`src/rtl/dvi_layer_mixer_if.sv`:
```
// Bundles the pixel timing, configuration, memory and colour signals of dvi_layer_mixer.
// The master side drives pixels, configuration and memory data; the slave side is the mixer.
interface dvi_layer_mixer_if #(
    parameter int X_POS_W  = 10,
    parameter int Y_POS_W  = 10,
    parameter int COLOR_W  = 8,
    parameter int N_LAYERS = 2,
    parameter int IMG_AW   = 16,
    parameter int SCALE_W  = 2
) ();
    localparam int LAYER_W = (N_LAYERS > 1) ? $clog2(N_LAYERS) : 1;
    localparam int WL_W    = $clog2(IMG_AW + 1);

    logic [X_POS_W-1:0]          pixel_x_i;
    logic [Y_POS_W-1:0]          pixel_y_i;
    logic                        hsync_i;
    logic                        vsync_i;
    logic                        de_i;
    logic [3*COLOR_W-1:0]        bg_color_i;
    logic                        cfg_we_i;
    logic [LAYER_W-1:0]          cfg_layer_i;
    logic                        cfg_en_i;
    logic                        cfg_mode_i;
    logic [X_POS_W-1:0]          cfg_x_i;
    logic [Y_POS_W-1:0]          cfg_y_i;
    logic [WL_W-1:0]             cfg_wlog2_i;
    logic [Y_POS_W-1:0]          cfg_h_i;
    logic [SCALE_W-1:0]          cfg_scale_i;
    logic [N_LAYERS-1:0]         cfg_pending_o;
    logic [N_LAYERS*IMG_AW-1:0]  mem_addr_o;
    logic [N_LAYERS*COLOR_W-1:0] mem_data_i;
    logic [COLOR_W-1:0]          red_o;
    logic [COLOR_W-1:0]          green_o;
    logic [COLOR_W-1:0]          blue_o;
    logic                        hsync_o;
    logic                        vsync_o;
    logic                        de_o;

    modport master (
        output pixel_x_i, pixel_y_i, hsync_i, vsync_i, de_i, bg_color_i,
        output cfg_we_i, cfg_layer_i, cfg_en_i, cfg_mode_i, cfg_x_i, cfg_y_i,
        output cfg_wlog2_i, cfg_h_i, cfg_scale_i, mem_data_i,
        input  cfg_pending_o, mem_addr_o, red_o, green_o, blue_o, hsync_o, vsync_o, de_o
    );

    modport slave (
        input  pixel_x_i, pixel_y_i, hsync_i, vsync_i, de_i, bg_color_i,
        input  cfg_we_i, cfg_layer_i, cfg_en_i, cfg_mode_i, cfg_x_i, cfg_y_i,
        input  cfg_wlog2_i, cfg_h_i, cfg_scale_i, mem_data_i,
        output cfg_pending_o, mem_addr_o, red_o, green_o, blue_o, hsync_o, vsync_o, de_o
    );
endinterface

```
`src/rtl/dvi_layer_mixer.sv`:
```
// Three-stage compositor: hit test/address, memory read, colour select over a background.
// Layer configuration is double-buffered and swapped in on the vsync rising edge.
module dvi_layer_mixer #(
    parameter int X_POS_W  = 10,
    parameter int Y_POS_W  = 10,
    parameter int COLOR_W  = 8,
    parameter int N_LAYERS = 2,
    parameter int IMG_AW   = 16,
    parameter int SCALE_W  = 2
) (
    input logic clk_i,
    input logic rst_ni,
    dvi_layer_mixer_if.slave bus
);
    localparam int LAYER_W = (N_LAYERS > 1) ? $clog2(N_LAYERS) : 1;
    localparam int WL_W    = $clog2(IMG_AW + 1);
    // Wide enough for x0 + (2^wlog2 << s) and (sy << wlog2) without wrapping.
    localparam int EW      = 64;

    logic [N_LAYERS-1:0] sh_en, sh_mode, act_en, act_mode, pending;
    logic [X_POS_W-1:0]  sh_x [N_LAYERS];
    logic [X_POS_W-1:0]  act_x [N_LAYERS];
    logic [Y_POS_W-1:0]  sh_y [N_LAYERS];
    logic [Y_POS_W-1:0]  act_y [N_LAYERS];
    logic [WL_W-1:0]     sh_wl [N_LAYERS];
    logic [WL_W-1:0]     act_wl [N_LAYERS];
    logic [Y_POS_W-1:0]  sh_h [N_LAYERS];
    logic [Y_POS_W-1:0]  act_h [N_LAYERS];
    logic [SCALE_W-1:0]  sh_s [N_LAYERS];
    logic [SCALE_W-1:0]  act_s [N_LAYERS];
    logic                vsync_q;
    logic                frame_start;

    assign frame_start       = bus.vsync_i && !vsync_q;
    assign bus.cfg_pending_o = pending;

    // Non-blocking order gives the transfer the pre-write shadow when both happen together.
    always_ff @(posedge clk_i or negedge rst_ni) begin
        if (!rst_ni) begin
            vsync_q  <= 1'b0;
            sh_en    <= '0;
            sh_mode  <= '0;
            act_en   <= '0;
            act_mode <= '0;
            pending  <= '0;
            for (int l = 0; l < N_LAYERS; l++) begin
                sh_x[l]  <= '0;
                act_x[l] <= '0;
                sh_y[l]  <= '0;
                act_y[l] <= '0;
                sh_wl[l] <= '0;
                act_wl[l] <= '0;
                sh_h[l]  <= '0;
                act_h[l] <= '0;
                sh_s[l]  <= '0;
                act_s[l] <= '0;
            end
        end else begin
            vsync_q <= bus.vsync_i;
            for (int l = 0; l < N_LAYERS; l++) begin
                if (frame_start && pending[l]) begin
                    act_en[l]   <= sh_en[l];
                    act_mode[l] <= sh_mode[l];
                    act_x[l]    <= sh_x[l];
                    act_y[l]    <= sh_y[l];
                    act_wl[l]   <= sh_wl[l];
                    act_h[l]    <= sh_h[l];
                    act_s[l]    <= sh_s[l];
                    pending[l]  <= 1'b0;
                end
                if (bus.cfg_we_i && bus.cfg_layer_i == LAYER_W'(l)) begin
                    sh_en[l]   <= bus.cfg_en_i;
                    sh_mode[l] <= bus.cfg_mode_i;
                    sh_x[l]    <= bus.cfg_x_i;
                    sh_y[l]    <= bus.cfg_y_i;
                    sh_wl[l]   <= bus.cfg_wlog2_i;
                    sh_h[l]    <= bus.cfg_h_i;
                    sh_s[l]    <= bus.cfg_scale_i;
                    pending[l] <= 1'b1;
                end
            end
        end
    end

    logic [N_LAYERS-1:0]             hit;
    logic [N_LAYERS-1:0][IMG_AW-1:0] addr_nxt;
    logic [EW-1:0]                   px_w, py_w;

    assign px_w = EW'(bus.pixel_x_i);
    assign py_w = EW'(bus.pixel_y_i);

    for (genvar l = 0; l < N_LAYERS; l++) begin : g_layer
        logic [EW-1:0] x0_w, y0_w, x_end, y_end, dx, dy, sx, sy;

        assign x0_w  = EW'(act_x[l]);
        assign y0_w  = EW'(act_y[l]);
        assign x_end = x0_w + ((EW'(1) << act_wl[l]) << act_s[l]);
        assign y_end = y0_w + (EW'(act_h[l]) << act_s[l]);
        assign dx    = px_w - x0_w;
        assign dy    = py_w - y0_w;
        assign sx    = dx >> act_s[l];
        assign sy    = dy >> act_s[l];
        assign hit[l] = act_en[l] && (px_w >= x0_w) && (px_w < x_end)
                                  && (py_w >= y0_w) && (py_w < y_end);
        assign addr_nxt[l] = IMG_AW'((sy << act_wl[l]) | sx);
    end

    logic [N_LAYERS-1:0]             s1_hit, s1_mode, s2_hit, s2_mode;
    logic [N_LAYERS-1:0][IMG_AW-1:0] mem_addr_q;
    logic                            s1_hs, s1_vs, s1_de, s2_hs, s2_vs, s2_de;
    logic [3*COLOR_W-1:0]            rgb_nxt, rgb_q;
    logic                            hs_q, vs_q, de_q;

    assign bus.mem_addr_o = mem_addr_q;

    always_ff @(posedge clk_i or negedge rst_ni) begin
        if (!rst_ni) begin
            s1_hit     <= '0;
            s1_mode    <= '0;
            mem_addr_q <= '0;
            s1_hs      <= 1'b0;
            s1_vs      <= 1'b0;
            s1_de      <= 1'b0;
            s2_hit     <= '0;
            s2_mode    <= '0;
            s2_hs      <= 1'b0;
            s2_vs      <= 1'b0;
            s2_de      <= 1'b0;
            rgb_q      <= '0;
            hs_q       <= 1'b0;
            vs_q       <= 1'b0;
            de_q       <= 1'b0;
        end else begin
            s1_hit  <= hit;
            s1_mode <= act_mode;
            for (int l = 0; l < N_LAYERS; l++) begin
                if (hit[l]) mem_addr_q[l] <= addr_nxt[l];
            end
            s1_hs   <= bus.hsync_i;
            s1_vs   <= bus.vsync_i;
            s1_de   <= bus.de_i;
            s2_hit  <= s1_hit;
            s2_mode <= s1_mode;
            s2_hs   <= s1_hs;
            s2_vs   <= s1_vs;
            s2_de   <= s1_de;
            rgb_q   <= rgb_nxt;
            hs_q    <= s2_hs;
            vs_q    <= s2_vs;
            de_q    <= s2_de;
        end
    end

    // Higher layer index is scanned later and therefore wins.
    always_comb begin
        rgb_nxt = bus.bg_color_i;
        for (int l = 0; l < N_LAYERS; l++) begin
            if (s2_hit[l]) begin
                if (s2_mode[l]) begin
                    rgb_nxt = bus.mem_data_i[l*COLOR_W] ? '0 : '1;
                end else begin
                    rgb_nxt = {bus.mem_data_i[l*COLOR_W +: COLOR_W],
                               bus.mem_data_i[l*COLOR_W +: COLOR_W],
                               bus.mem_data_i[l*COLOR_W +: COLOR_W]};
                end
            end
        end
        if (!s2_de) rgb_nxt = '0;
    end

    assign bus.red_o   = rgb_q[3*COLOR_W-1 -: COLOR_W];
    assign bus.green_o = rgb_q[2*COLOR_W-1 -: COLOR_W];
    assign bus.blue_o  = rgb_q[COLOR_W-1:0];
    assign bus.hsync_o = hs_q;
    assign bus.vsync_o = vs_q;
    assign bus.de_o    = de_q;
endmodule

```
`src/flat_wrapper.sv`:
```
// flat-port wrapper written by rule: the top's interface ports become plain ports
module dvi_layer_mixer_flat 
#(
    parameter int X_POS_W  = 10,
    parameter int Y_POS_W  = 10,
    parameter int COLOR_W  = 8,
    parameter int N_LAYERS = 2,
    parameter int IMG_AW   = 16,
    parameter int SCALE_W  = 2
)
  (clk_i, rst_ni, bus_pixel_x_i, bus_pixel_y_i, bus_hsync_i, bus_vsync_i, bus_de_i, bus_bg_color_i, bus_cfg_we_i, bus_cfg_layer_i, bus_cfg_en_i, bus_cfg_mode_i, bus_cfg_x_i, bus_cfg_y_i, bus_cfg_wlog2_i, bus_cfg_h_i, bus_cfg_scale_i, bus_mem_data_i, bus_cfg_pending_o, bus_mem_addr_o, bus_red_o, bus_green_o, bus_blue_o, bus_hsync_o, bus_vsync_o, bus_de_o);
  dvi_layer_mixer_if #(.X_POS_W(X_POS_W), .Y_POS_W(Y_POS_W), .COLOR_W(COLOR_W), .N_LAYERS(N_LAYERS), .IMG_AW(IMG_AW), .SCALE_W(SCALE_W)) bus_i ();
  input logic clk_i;
  input logic rst_ni;
  input wire logic [$bits(bus_i.pixel_x_i)-1:0] bus_pixel_x_i;
  input wire logic [$bits(bus_i.pixel_y_i)-1:0] bus_pixel_y_i;
  input wire logic [$bits(bus_i.hsync_i)-1:0] bus_hsync_i;
  input wire logic [$bits(bus_i.vsync_i)-1:0] bus_vsync_i;
  input wire logic [$bits(bus_i.de_i)-1:0] bus_de_i;
  input wire logic [$bits(bus_i.bg_color_i)-1:0] bus_bg_color_i;
  input wire logic [$bits(bus_i.cfg_we_i)-1:0] bus_cfg_we_i;
  input wire logic [$bits(bus_i.cfg_layer_i)-1:0] bus_cfg_layer_i;
  input wire logic [$bits(bus_i.cfg_en_i)-1:0] bus_cfg_en_i;
  input wire logic [$bits(bus_i.cfg_mode_i)-1:0] bus_cfg_mode_i;
  input wire logic [$bits(bus_i.cfg_x_i)-1:0] bus_cfg_x_i;
  input wire logic [$bits(bus_i.cfg_y_i)-1:0] bus_cfg_y_i;
  input wire logic [$bits(bus_i.cfg_wlog2_i)-1:0] bus_cfg_wlog2_i;
  input wire logic [$bits(bus_i.cfg_h_i)-1:0] bus_cfg_h_i;
  input wire logic [$bits(bus_i.cfg_scale_i)-1:0] bus_cfg_scale_i;
  input wire logic [$bits(bus_i.mem_data_i)-1:0] bus_mem_data_i;
  output wire logic [$bits(bus_i.cfg_pending_o)-1:0] bus_cfg_pending_o;
  output wire logic [$bits(bus_i.mem_addr_o)-1:0] bus_mem_addr_o;
  output wire logic [$bits(bus_i.red_o)-1:0] bus_red_o;
  output wire logic [$bits(bus_i.green_o)-1:0] bus_green_o;
  output wire logic [$bits(bus_i.blue_o)-1:0] bus_blue_o;
  output wire logic [$bits(bus_i.hsync_o)-1:0] bus_hsync_o;
  output wire logic [$bits(bus_i.vsync_o)-1:0] bus_vsync_o;
  output wire logic [$bits(bus_i.de_o)-1:0] bus_de_o;
  assign bus_i.pixel_x_i = bus_pixel_x_i;
  assign bus_i.pixel_y_i = bus_pixel_y_i;
  assign bus_i.hsync_i = bus_hsync_i;
  assign bus_i.vsync_i = bus_vsync_i;
  assign bus_i.de_i = bus_de_i;
  assign bus_i.bg_color_i = bus_bg_color_i;
  assign bus_i.cfg_we_i = bus_cfg_we_i;
  assign bus_i.cfg_layer_i = bus_cfg_layer_i;
  assign bus_i.cfg_en_i = bus_cfg_en_i;
  assign bus_i.cfg_mode_i = bus_cfg_mode_i;
  assign bus_i.cfg_x_i = bus_cfg_x_i;
  assign bus_i.cfg_y_i = bus_cfg_y_i;
  assign bus_i.cfg_wlog2_i = bus_cfg_wlog2_i;
  assign bus_i.cfg_h_i = bus_cfg_h_i;
  assign bus_i.cfg_scale_i = bus_cfg_scale_i;
  assign bus_i.mem_data_i = bus_mem_data_i;
  assign bus_cfg_pending_o = bus_i.cfg_pending_o;
  assign bus_mem_addr_o = bus_i.mem_addr_o;
  assign bus_red_o = bus_i.red_o;
  assign bus_green_o = bus_i.green_o;
  assign bus_blue_o = bus_i.blue_o;
  assign bus_hsync_o = bus_i.hsync_o;
  assign bus_vsync_o = bus_i.vsync_o;
  assign bus_de_o = bus_i.de_o;
  dvi_layer_mixer #(.X_POS_W(X_POS_W), .Y_POS_W(Y_POS_W), .COLOR_W(COLOR_W), .N_LAYERS(N_LAYERS), .IMG_AW(IMG_AW), .SCALE_W(SCALE_W)) u_core (.clk_i(clk_i), .rst_ni(rst_ni), .bus(bus_i));
endmodule
```
`config.mk`:
```
export PLATFORM = sky130hd
export DESIGN_NAME = dvi_layer_mixer_flat
export DESIGN_NICKNAME = d
export VERILOG_FILES = /design/src/rtl/dvi_layer_mixer_if.sv /design/src/rtl/dvi_layer_mixer.sv /design/src/flat_wrapper.sv
export SDC_FILE = /design/constraint.sdc
export NUM_CORES = 1
export LEC_CHECK = 0
export ABC_AREA = 0
export CAP_MARGIN = 15
export CORE_AREA = 2 2 216 218
export CTS_BUF_LIST = sky130_fd_sc_hd__clkbuf_8 sky130_fd_sc_hd__clkbuf_16
export CTS_CLUSTER_DIAMETER = 80
export DETAILED_ROUTE_END_ITERATION = 6
export DIE_AREA = 0 0 218 220
export DONT_BUFFER_PORTS = 1
export PLACE_DENSITY = 0.57
export SYNTH_ARGS = -nofsm -noshare
export SYNTH_HDL_FRONTEND = slang
export SYNTH_SLANG_ARGS = --single-unit
```
`constraint.sdc`:
```
create_clock -name clk_i -period 5.65 [get_ports clk_i]
set_input_delay 0.2825 -clock clk_i [delete_from_list [all_inputs] [get_ports clk_i]]
set_output_delay 0.2825 -clock clk_i [all_outputs]
set_load 0.02 [all_outputs]
```
==> results.txt, run 1 <==
The global router's overall resource usage came out at 23.1%. After filler insertion, the fill cell instance count of the layout stands at around 4,400. The power density over the cells is between 500 and 600 nW/µm². The final total negative setup slack is 0 ps.

Yosys instantiated no cell more often than sky130_fd_sc_hd__dfrtp_1. The clock latency reported for the late side of the worst-skew pair is around 560 ps. The aggregate global routing overflow is 0. The die footprint came out at 48,000 µm².

The combined area of all synthesized cells came out at about 18,000 µm². The clock-pin transition on the worst setup and hold timing paths came out at approximately 60 ps. Setup repair after global routing left no endpoint under its margin. The max-capacitance violation count came out at 0.

Summed over all instances, the cell type with the most area after synthesis is sky130_fd_sc_hd__dfrtp_1. The Yosys step of the flow raised 0 warnings. The synthesized design contains 231 register bits. The number of buffers between clock root and the deepest sink came out at 3.

The final HPWL from detailed placement is between 40,000 and 50,000 µm. The buffers inserted during post-CTS setup optimization is 0. The number of vias per cell after detailed routing is 6.03. The starting density of the core came out at 39.4%. The proportion of register bits with asynchronous set or reset after synthesis came out at 100%. The count of flip-flops with a built-in enable after synthesis is 0. The critical path is of the reg -> reg type.

The count of input and output buffers came out at 0. The final-report hold violation count was 0. Summed over all layers, the routed wires come to about 56,000 µm.

The worst hold path belongs to the class in -> reg. The number of remaining DRC errors came out at 0. At the end of the flow, the number of nets in the layout was 2,237. The share of post-route cells with drive strength above 1 came out at between 10% and 20%.

The clock drives 231 sinks. The initialized floorplan defines just under 80 standard-cell rows. The worst path in the final design needs a cycle of roughly 5200 ps, including I/O delays and setup. The number of vias after detailed routing is ~16,000. For this design the top-level I/O count stands at about 170. The tree is rooted in a sky130_fd_sc_hd__clkbuf_16.

The initial DRC count came out at around 1,100. The height of the die is about 220 µm. The maximum number of pins on one net before global-route repair is about 230. The average footprint of a synthesized cell came out at just over 9 µm².

After synthesis, flip-flops and latches occupy between 30% and 40% of the total area. The global-route wire length before repair is around 89,000 µm. The unique cell type count in the Yosys netlist is 96. The element type at the critical path end is a register. In the final layout, the multi-input gates occupy 11,500 µm².

The maximum resistive drop on vdd came out at a little under 300 µV. After detailed routing, the average wire length per cell comes to 21.2 µm. The number of detailed-route iterations in the first pass is 5. For this run, the leading register cell type out of synthesis is sky130_fd_sc_hd__dfrtp_1. The number of pins exceeding their max-slew limit in the final report came out at 0. The number of global-route vias before repair came out at approximately 16,000. The pin slew with the least headroom to its limit is 1220 ps.

In this run the standard cell core region covers between 40,000 and 50,000 µm². The sequential cell area is between 5000 and 6000 µm². The synthesized design devotes to its leading area cell type a little under a third of total area.

The final-report setup violation count came out at 0. In this run the remaining antenna-violating nets after routing total 0. The routability congestion estimate from global placement is 0.916. After routing the design area is a little over 20,000 µm².

The number of instances in the synthesized netlist came out at just under 2,000. In this run the worst path has a maximum fanout of 17. The run finished with clean final reports. The die width came out at roughly 220 µm. The H-tree depth came out at 1. The area growth from synthesis to layout came out at 11.9%. The ratio of final minimum period to clock period came out at between 90% and 100%.

The TritonCTS buffer count came out at 26. The final worst hold slack came out at between 40 and 50 ps. After synthesis, the cell types taking the most area are sky130_fd_sc_hd__dfrtp_1 (32%), sky130_fd_sc_hd__mux2_2 (10%), sky130_fd_sc_hd__ha_1 (8.2%), sky130_fd_sc_hd__a21oi_1 (3.8%), sky130_fd_sc_hd__o21ai_0 (3.7%). For the worst setup path, the data arrival time is about 5700 ps. For the worst setup path, the data required time is between 6000 and 7000 ps. In this run the static leakage power is 0.00847 µW. The initial antenna violation count came out at 9.

The number of nets produced by synthesis came out at 2,222. TritonCTS built the clock tree. The maximum clock rate came out at ~190 MHz.

The worst slew slack as a fraction of its limit is 18.6%. Counting instances in the post-synthesis netlist gives the leading cell types as sky130_fd_sc_hd__dfrtp_1 (231), sky130_fd_sc_hd__mux2_2 (166), sky130_fd_sc_hd__nor2_1 (141). The final clock skew is roughly 30 ps. The kind of launch point of the worst setup path is a register. The post-place instance area is 18,700 µm².
## per-stage QoR
step	power [µW]	std cells	utilization (%)	setup WS (ps)
2_1_floorplan	7620	1990	-	504
3_3_place_gp	9210	2514	40.7	443
3_5_place_dp	9280	2514	40.7	393
4_1_cts	11100	2629	44.1	373
5_1_grt	12000	2631	44.1	58.1
6_report	11100	2631	44.1	425
## sequential cells by signal (all words and copies together) (netlist names), 10 cells and up
signal and flops:
u_core.sh_wl 10, u_core.sh_h 20, u_core.act_wl 10, u_core.act_x 20, u_core.sh_x 20, u_core.act_h 20
u_core.bus.mem_addr_o 32, u_core.rgb_q 24, u_core.act_y 20, u_core.sh_y 20
## critical path, stage by stage (launching register included)
cell                        delay, ps
sky130_fd_sc_hd__dfrtp_1          490
sky130_fd_sc_hd__nor2b_1          230
sky130_fd_sc_hd__nor2_1           510
sky130_fd_sc_hd__nor3_1           200
sky130_fd_sc_hd__fa_1             480
sky130_fd_sc_hd__a21o_1           190
sky130_fd_sc_hd__a221oi_1         430
sky130_fd_sc_hd__o21ai_0          140
sky130_fd_sc_hd__a21oi_1          200
sky130_fd_sc_hd__xor2_1            90
sky130_fd_sc_hd__ha_1             280
sky130_fd_sc_hd__o21a_1           100
sky130_fd_sc_hd__o21ai_0           80
sky130_fd_sc_hd__a2111oi_0        440
sky130_fd_sc_hd__o2111ai_1        190
sky130_fd_sc_hd__o311ai_1         390
sky130_fd_sc_hd__a21oi_2          220
sky130_fd_sc_hd__buf_4            270
sky130_fd_sc_hd__nor2_1           110
sky130_fd_sc_hd__a21oi_1           50
## cells by family after synthesis
kind of cell,count (synthesis),synth area share (%)
and+or+nand+nor,522,14.1
DFF,231,32.0
AOI/OAI and AO/OA,630,23.7
xor gates and xnor gates,53,2.57
buffers and inverters,215,4.72
adders and majority gates,128,9.16
muxes,211,13.8
## timing repair
item | 4_1_cts | 5_1_grt
resized for setup | 0 | 1
hold endpoints to repair | 338 | 0
hold buffers | 70 | 0
endpoints found under the setup margin | 0 | 9
## layout by cell type (no fill, tap or decap), types with 25 or more instances in the layout
master and instances:
sky130_fd_sc_hd__dfrtp_1 227, sky130_fd_sc_hd__a21oi_1 135, sky130_fd_sc_hd__a21o_1 39, sky130_fd_sc_hd__buf_4 40
sky130_fd_sc_hd__xnor2_1 28, sky130_fd_sc_hd__o21a_1 34, sky130_fd_sc_hd__a211oi_1 33, sky130_fd_sc_hd__nor2_1 141
sky130_fd_sc_hd__nand2_1 121, sky130_fd_sc_hd__inv_1 93, sky130_fd_sc_hd__clkbuf_16 26, sky130_fd_sc_hd__mux2_2 166
sky130_fd_sc_hd__a31oi_1 29, sky130_fd_sc_hd__xor2_1 25, sky130_fd_sc_hd__ha_1 118, sky130_fd_sc_hd__o21ai_0 135
sky130_fd_sc_hd__dlygate4sd3_1 69, sky130_fd_sc_hd__nand3_1 40, sky130_fd_sc_hd__nor3_1 52, sky130_fd_sc_hd__nor2b_1 36
sky130_fd_sc_hd__mux2i_1 29
## power by group
group,total [µW],internal [µW],switching [µW]
registers,2800,2110,685
logic,6660,2740,3930
clock network,1660,965,692
total,11100,5810,5300
## routing by layer
layer	share of wire (%)	track usage [%]
met1	44	30.1
met2	46	38.3
met3	7.3	5.58
met4	2.4	5.80
met5	0.17	0
## area by class of cell
cell class | instances | share of cell area [%]
well taps | 607 | 3.75
diodes | 2 | 0.0247
clock inverters | 16 | 0.686
multi-input cells | 1544 | 56.8
clock buffers | 29 | 3.42
flip-flops and latches | 231 | 28.6
repair buffers | 110 | 5.03
inverters | 92 | 1.71
## path summary, 6_finish.rpt
| kind | from | end | slack (ps) | cells after the start |
|---|---|---|---|---|
| worst max-delay path | u_core.act_wl[0]$_DFFE_PN0P_ | u_core.bus.mem_addr_o[17]$_DFFE_PN0P_ | 420 | 19 |
| worst min-delay path | bus_cfg_we_i | u_core.sh_h[13]$_DFFE_PN0P_ | 50 | 2 |
| worst max register to register | u_core.act_wl[0]$_DFFE_PN0P_ | u_core.bus.mem_addr_o[17]$_DFFE_PN0P_ | 420 | 19 |
| worst min register to register | u_core.s1_hs$_DFF_PN0_ | u_core.s2_hs$_DFF_PN0_ | 350 | 0 |
| max in group asynchronous | rst_ni | u_core.act_s[0]$_DFFE_PN0P_ | 4190 | 2 |
| min in group asynchronous | rst_ni | u_core.s2_hit[1]$_DFF_PN0_ | 460 | 2 |
Note: power is estimated with default switching activity, not from simulation.
==> run 2: changes to the inputs <==
==> constraint.sdc (replaced) <==
create_clock -name clk_i -period 5.65 [get_ports clk_i]
set_input_delay 0.2825 -clock clk_i [delete_from_list [all_inputs] [get_ports clk_i]]
set_output_delay 0.2825 -clock clk_i [all_outputs]
set_load 0.1 [all_outputs]
==> run 2 against run 1 <==
Setup slack gained 110 ps; total power grew 11%; count of clock-buffer cells in the layout grew 3.
==> results.txt, run 2 (synthesis results as in run 1) <==
The flow ran to the end, and the final reports show no timing, DRC or antenna violations. The worst path arrival time is between 5000 and 6000 ps. After the last flow step, the layout net total stands at approximately 2,200. The H-tree depth came out at 1.

The number of remaining DRC errors is 0. The startpoint identified for the worst hold timing path is bus_mem_data_i[5]. The final total negative setup slack is 0 ps. Dividing the final minimum period by the clock period gives between 90% and 100%.

For hold timing, the worst endpoint is u_core.rgb_q[13]$_DFF_PN0_. The floorplan step set the die height to about 220 µm. The power density over the cells came out at between 600 and 700 nW/µm². The starting density of the core is 39.4%. The part of the power in registers came out at just over 30%.

The maximum number of pins on one net before global-route repair is 232. The max-capacitance violation count came out at 0. For this design the top-level I/O count stands at 167. The filler cells instantiated in the layout total between 4,000 and 5,000. Among the stages of the critical path, the cell type that occurs most often is sky130_fd_sc_hd__o21ai_0. The global router's overall resource usage came out at a little under a quarter. The core region is 45,900 µm².

The count of antenna-violating nets left after detailed routing is 0. In the final layout, the multi-input gates occupy 11,500 µm². The TritonCTS buffer count is 27. The kind of launch point of the worst setup path is a register.

The final-report hold violation count is 0. The fraction of power consumed by the clock network came out at between 10% and 20%. Registers take 5790 µm². The leakage dissipation is around 0.0085 µW. The tightest min-delay check is of the in -> reg type.

The maximum single-stage delay on the critical path came out at between 400 and 500 ps. Dividing the detail-routed wire length by the instance count gives roughly 21 µm. After detailed routing, the number of vias per cell comes to just under 6. The clock latency reported for the late side of the worst-skew pair is ~570 ps. The total wire length after detailed routing is ~55,000 µm. For this run, the top clock speed supported by timing is approximately 200 MHz. Traced cell by cell, the critical path runs through nor2_1 -> nand2_1 -> nor4_2 -> ha_1 -> nand3_1 -> a21boi_0 -> o21ai_0 -> a21boi_0 -> o21ai_0 -> nand2b_1 -> a21oi_1 -> xor2_1 -> ha_1 -> o21ai_0 -> a2111oi_0 -> o211a_1 -> a2111oi_4 -> buf_4 -> o211ai_1 -> o32a_1. The die footprint came out at around 48,000 µm².

The post-layout minimum cycle time is 5120 ps. The initial antenna violation count came out at 6. At the worst endpoint, the required time is 6110 ps. The element type at the critical path end is a register. Measured along the x axis, the die boundary spans 218 µm. The initial DRC count came out at about 1,100. At the pin with the least slew margin, the transition time is between 1000 and 1500 ps.

The slowest stage of the critical path is the sky130_fd_sc_hd__nor4_2 cell. The share of post-route cells with drive strength above 1 came out at around 16%. The final HPWL from detailed placement is 41,800 µm.

The critical path is of the reg -> reg type. The cell depth of the worst flop-to-flop path came out at 20. TritonCTS built the clock tree. The count of input and output buffers is 0.

The critical path starts at u_core.act_wl[8]$_DFFE_PN0P_. The worst slew slack as a fraction of its limit is between 15 and 20%. The number of placed instances with taps included came out at approximately 2,500. The buffers inserted during post-CTS setup optimization is 0. Leaving out fill and tap cells, the most frequent cells in the layout are sky130_fd_sc_hd__dfrtp_1 (227), sky130_fd_sc_hd__mux2_2 (166), sky130_fd_sc_hd__nor2_1 (141), sky130_fd_sc_hd__o21ai_0 (135), sky130_fd_sc_hd__a21oi_1 (135). Setup repair after global routing left no endpoint under its margin. Setup violations remaining at the end of the flow were counted as 0. The flip-flop count of the largest register, all copies and words added came out at 32. The aggregate global routing overflow is 0. CTS placed an instance of sky130_fd_sc_hd__clkbuf_16 at the clock tree root. The top fanout value on the critical path came out at 30. The final clock skew came out at about 34 ps. The routability congestion estimate from global placement is 0.907. The number of pins exceeding their max-slew limit in the final report is 0. The number of detailed-route iterations in the first pass came out at 6. Leaving out fill and tap cells, the most frequent cell in the layout is sky130_fd_sc_hd__dfrtp_1. The endpoint of the worst-slack reg-to-reg timing path is u_core.bus.mem_addr_o[12]$_DFFE_PN0P_. The clock-pin transition on the worst setup and hold timing paths is around 60 ps.

The number of global-route vias before repair came to between 15,000 and 20,000. The clock drives 231 sinks. The first global-routing pass estimated approximately 90,000 µm of wire. The internal reg-to-reg setup slack is around 530 ps. The internal portion of total power came out at about 5900 µW.

The net switching power figure is 6360 µW. The startpoint identified for the worst register-to-register timing path is u_core.act_wl[8]$_DFFE_PN0P_. The final standard cell utilization of the core came out at 44.4%. Of the total power, the share spent switching nets is between 50% and 60%.

The standard-cell row count came out at 79. The part of the power in combinational logic came out at between 50% and 60%. The routed layout has around 16,000 vias.

Across the VDD grid, the largest voltage drop is approximately 300 µV. Relative to the synthesized area, the layout overhead comes to 12.6%. The count of cells in the finished layout, fillers not included, comes to 2,635. The instance count along the most critical hold path is 4. Counting along the longest clock path gives a buffer depth of 3.
## run 2: worst max-delay path by stage
| stage | cells past startpoint | end |
|---|---|---|
| floorplan | 21 | u_core.bus.mem_addr_o[12]$_DFFE_PN0P_ |
| global placement | 19 | u_core.bus.mem_addr_o[12]$_DFFE_PN0P_ |
| detailed placement | 20 | u_core.bus.mem_addr_o[12]$_DFFE_PN0P_ |
| CTS | 20 | u_core.bus.mem_addr_o[12]$_DFFE_PN0P_ |
| global route | 20 | u_core.bus.mem_addr_o[11]$_DFFE_PN0P_ |
| finish | 20 | u_core.bus.mem_addr_o[12]$_DFFE_PN0P_ |
## run 2: area by class of cell
cell class / count / share of cell area [%]
flip-flops and latches: 231 / 28.4
clock buffers: 32 / 3.66
clock inverters: 18 / 0.922
inverters: 92 / 1.70
repair buffers: 110 / 5.08
multi-input cells: 1544 / 56.5
diodes: 1 / 0.0123
well taps: 607 / 3.73
## run 2: power by group through the flow
stage | Combinational, µW | Sequential [µW] | Clock [µW]
after global placement | 6400 | 3820 | 0
after CTS | 6600 | 3800 | 1850
after floorplan | 5050 | 3570 | 0
final | 6680 | 3800 | 1810
after global routing | 7400 | 3870 | 1920
after detailed placement | 6460 | 3840 | 0
## run 2: metal layers
metal | vias up | track usage [%] | part of all wire [%] | wire (µm)
met3 | 84 | 4.75 | 7.3 | 4030
met1 | 7605 | 30.3 | 44 | 24600
li1 | 7481 | - | - | -
met2 | 541 | 38.0 | 46 | 25600
met5 | - | 0 | 0.12 | 64
met4 | 10 | 5.62 | 2.1 | 1160
## run 2: worst max-delay path: cells and delay by family, from the launching register on
kind	cells	cell delay [ps]
flops	1	400
simple gates	5	1410
xor+xnor	1	170
buf+inv	1	370
compound gates	11	2090
fa+ha+maj	2	550
## run 2: timing repair
item                       CTS  global route
hold buffers                71             0
gates resized for setup      0             3
setup endpoints to repair    0            23
hold endpoints to repair   338             0
## run 2: through the flow
stage / setup slack [ps] / hold slack [ps] / total power, µW / cell area [µm²]
6_report: 532 / 51.3 / 12300 / 20400
5_1_grt: 113 / 60.1 / 13200 / 20400
4_1_cts: 390 / 3.18 / 12200 / 20300
3_5_place_dp: 433 / 2.65 / 10300 / 18700
3_3_place_gp: 497 / -0.569 / 10200 / 18700
2_1_floorplan: 504 / -13.1 / 8620 / 18100
==> run 3: changes to the inputs <==
Settings changed: CTS_BUF_LIST sky130_fd_sc_hd__clkbuf_8 sky130_fd_sc_hd__clkbuf_16 to sky130_fd_sc_hd__clkbuf_8.
==> run 3 against run 2 <==
Register-to-register slack got worse by 20 ps; global-route usage rose by 0.61 points; fmax fell by 0.38%; sequential share of layout area fell by 0.11 points; flip-flop and latch count did not move; non-clock buffer count rose by 15; clock skew rose by 12 ps; clock power fell by 10%; die area did not move; combinational power rose by 0.9%; critical path depth did not move; critical path type unchanged; largest power group unchanged.
==> results.txt, run 3 (synthesis results as in run 1) <==
The share of post-route cells with drive strength above 1 is between 10% and 20%. The least setup slack across all paths after layout came out at about 510 ps. The final HPWL from detailed placement is ~42,000 µm. The switching portion of total power came out at a little over half.

In this run the number of H-tree levels came out at 2. Pin placement for this block handled roughly 170 I/O pins. The final design instance area without fill is approximately 20,000 µm². Traced cell by cell, the critical path runs through nor2_1 -> nand2_1 -> nor4_2 -> ha_1 -> nand3_1 -> a21boi_0 -> o21ai_0 -> a21boi_0 -> o21ai_0 -> nand2b_1 -> a21oi_1 -> xor2_1 -> ha_1 -> o21ai_0 -> a2111oi_0 -> o211a_1 -> a2111oi_4 -> buf_4 -> o211ai_1 -> o32a_1. The height of the die came out at 220 µm. Grouping stages by cell kind, the critical path spends the most delay in compound AO/OA/AOI/OAI gates. The required time at the endpoint of the critical path is approximately 6100 ps.

In this run the clock root is driven by a sky130_fd_sc_hd__clkbuf_8. The path category of the worst min-delay check is in -> reg. The aggregate global routing overflow is 0.

Clock tree synthesis inserted a total of between 40 and 50 buffers. The internal portion of total power is slightly below 6000 µW. The number of global-route vias before repair is approximately 16,000.

The top fanout value on the critical path is 30. The critical path is of the reg -> reg type. The maximum resistive drop on vdd came out at roughly 290 µV.

The number of vias per cell after detailed routing is roughly 6.0. The initial utilization of the core area, before any placement, comes to about two fifths. The post-place instance area is ~19,000 µm².

At the end of the flow, the number of nets in the layout was 2,269. TritonCTS built the clock tree. The max-capacitance violation count came out at 0.

Adding up every negative setup slack in the final design gives 0 ps. The flow ran to the end, and the final reports show no timing, DRC or antenna violations. The clock period could shrink to 5140 ps. The routability congestion estimate from global placement is a little over 0.9. Static timing analysis puts the maximum clock frequency at just under 200 MHz. The area growth from synthesis to layout is 13.0%. The number of detailed-route iterations in the first pass is 5. The count of antenna-violating nets left after detailed routing is 0. The ratio of final minimum period to clock period came out at 90.9%. The leakage dissipation is about 0.0086 µW. The fraction of power consumed by the clock network came out at roughly an eighth. The initial DRC count came out at 1,069. In this run, flip-flops and latches consume about 31% of the power. The maximum single-stage delay on the critical path came out at approximately 460 ps.

At the pin with the least slew margin, the transition time is approximately 1300 ps. The part of the power in combinational logic is between 50 and 60%. The global router's overall resource usage is 23.4%. After floorplanning, the core was sized to cover 45,900 µm². The total wire length after detailed routing is 56,500 µm.

The final-report hold violation count is 0. The number of buffers and inverters on the critical path came out at 1. The number of pins exceeding their max-slew limit in the final report is 0.

The number of clock sinks came out at around 230. The detailed router placed 16,000 vias in this run. The die footprint came out at 48,000 µm². Summed over all nets, the switching power comes to between 6000 and 7000 µW. The first global-routing pass estimated between 80,000 and 90,000 µm of wire.

The initial antenna violation count was 7. In the routed design, unresolved DRC markers number 0. The final clock skew came out at roughly 46 ps.

The flip-flop count of the largest register, all copies and words added is 32. Leaving out fill and tap cells, the most frequent cells in the layout are sky130_fd_sc_hd__dfrtp_1 (227), sky130_fd_sc_hd__mux2_2 (166), sky130_fd_sc_hd__nor2_1 (141), sky130_fd_sc_hd__o21ai_0 (135), sky130_fd_sc_hd__a21oi_1 (135). The worst path arrival time came out at 5610 ps. The clock passes through at most 3 buffers. Headroom to the max-slew limit came out at 14.6%.

The most common library cell in the layout ignoring fill and taps is sky130_fd_sc_hd__dfrtp_1. The final worst hold slack is 62.5 ps. The maximum number of pins on one net before global-route repair came out at around 230. For this run, the share of the core covered by cells in the final layout is between 40 and 50%.

The wire length per cell is between 20 and 25 µm. STA classifies the critical path endpoint as a register. Setup violations remaining at the end of the flow were counted as 0.

Row generation in the floorplan step produced just under 80 rows. The clock latency reported for the late side of the worst-skew pair is roughly 600 ps. The count of input and output buffers is 0. Among all stages on the critical path, the largest delay is contributed by sky130_fd_sc_hd__nor4_2. The die width is 218 µm. The most frequent cell on the critical path is sky130_fd_sc_hd__o21ai_0.

The worst setup path is launched from a register. The clock-pin transition on the worst setup and hold timing paths is about 60 ps. The power density over the cells is ~590 nW/µm². Setup repair after global routing left no endpoint under its margin. The post-placement worst setup slack is between 400 and 500 ps.
## run 3: cell count changes in the layout (fill, tap and decap cells not counted), moves of 2 or more
cell	delta
sky130_fd_sc_hd__inv_6	-2
sky130_fd_sc_hd__clkinv_2	+2
sky130_fd_sc_hd__inv_1	+4
sky130_fd_sc_hd__bufinv_16	-2
sky130_fd_sc_hd__dlygate4sd3_1	+15
sky130_fd_sc_hd__clkbuf_8	+50
sky130_fd_sc_hd__clkbuf_16	-27
## run 3: routing by layer
layer,wire (µm),up-vias,part of all wire (%),track usage [%]
li1,-,7536,-,-
met4,1320,12,2.3,7.28
met1,24700,7733,44,30.2
met3,4310,99,7.6,5.36
met2,26100,573,46,39.0
met5,76,-,0.13,0
## run 3: area by class of cell
class | instances | area (µm²)
antenna | 1 | 2.50
inverter | 92 | 345
multi-input combinational | 1544 | 11500
fill | 4483 | 25400
tap | 607 | 759
timing repair buffer | 125 | 1180
sequential | 231 | 5790
clock inverter | 18 | 106
clock buffer | 55 | 757
## run 3: power by group through the flow
stage          Combinational (µW)  Clock (µW)  Sequential (µW)
3_3_place_gp                 6400           0             3820
6_report                     6740        1620             3800
4_1_cts                      6640        1690             3800
5_1_grt                      7460        1760             3870
2_1_floorplan                5050           0             3570
3_5_place_dp                 6460           0             3840
## run 3: repair_timing
item | in CTS | in global routing
gates resized for setup | 0 | 3
setup buffers | 0 | 0
endpoints found under the hold margin | 338 | 0
endpoints found under the setup margin | 0 | 18
hold buffers | 86 | 0
## run 3: worst paths after layout
check	startpoint	to	slack [ps]	cells past startpoint
setup / recovery	u_core.act_wl[8]$_DFFE_PN0P_	u_core.bus.mem_addr_o[12]$_DFFE_PN0P_	510	20
hold / removal	bus_mem_data_i[0]	u_core.rgb_q[0]$_DFF_PN0_	60	4
setup reg to reg	u_core.act_wl[8]$_DFFE_PN0P_	u_core.bus.mem_addr_o[12]$_DFFE_PN0P_	510	20
hold reg to reg	u_core.s1_hs$_DFF_PN0_	u_core.s2_hs$_DFF_PN0_	340	0
max in group asynchronous	rst_ni	u_core.act_s[0]$_DFFE_PN0P_	4190	2
min in group asynchronous	rst_ni	u_core.bus.mem_addr_o[16]$_DFFE_PN0P_	370	2
## run 3: worst min-delay path: stages
cell and delay (ps):
sky130_fd_sc_hd__xnor2_1 100, sky130_fd_sc_hd__nand2_1 80, sky130_fd_sc_hd__o21ai_0 90, sky130_fd_sc_hd__a21oi_1 70
## run 3: metrics by stage
stage          power, µW  std cells
5_1_grt            13100       2672
6_report           12200       2673
2_1_floorplan       8620       1990
3_5_place_dp       10300       2513
3_3_place_gp       10200       2513
4_1_cts            12100       2672
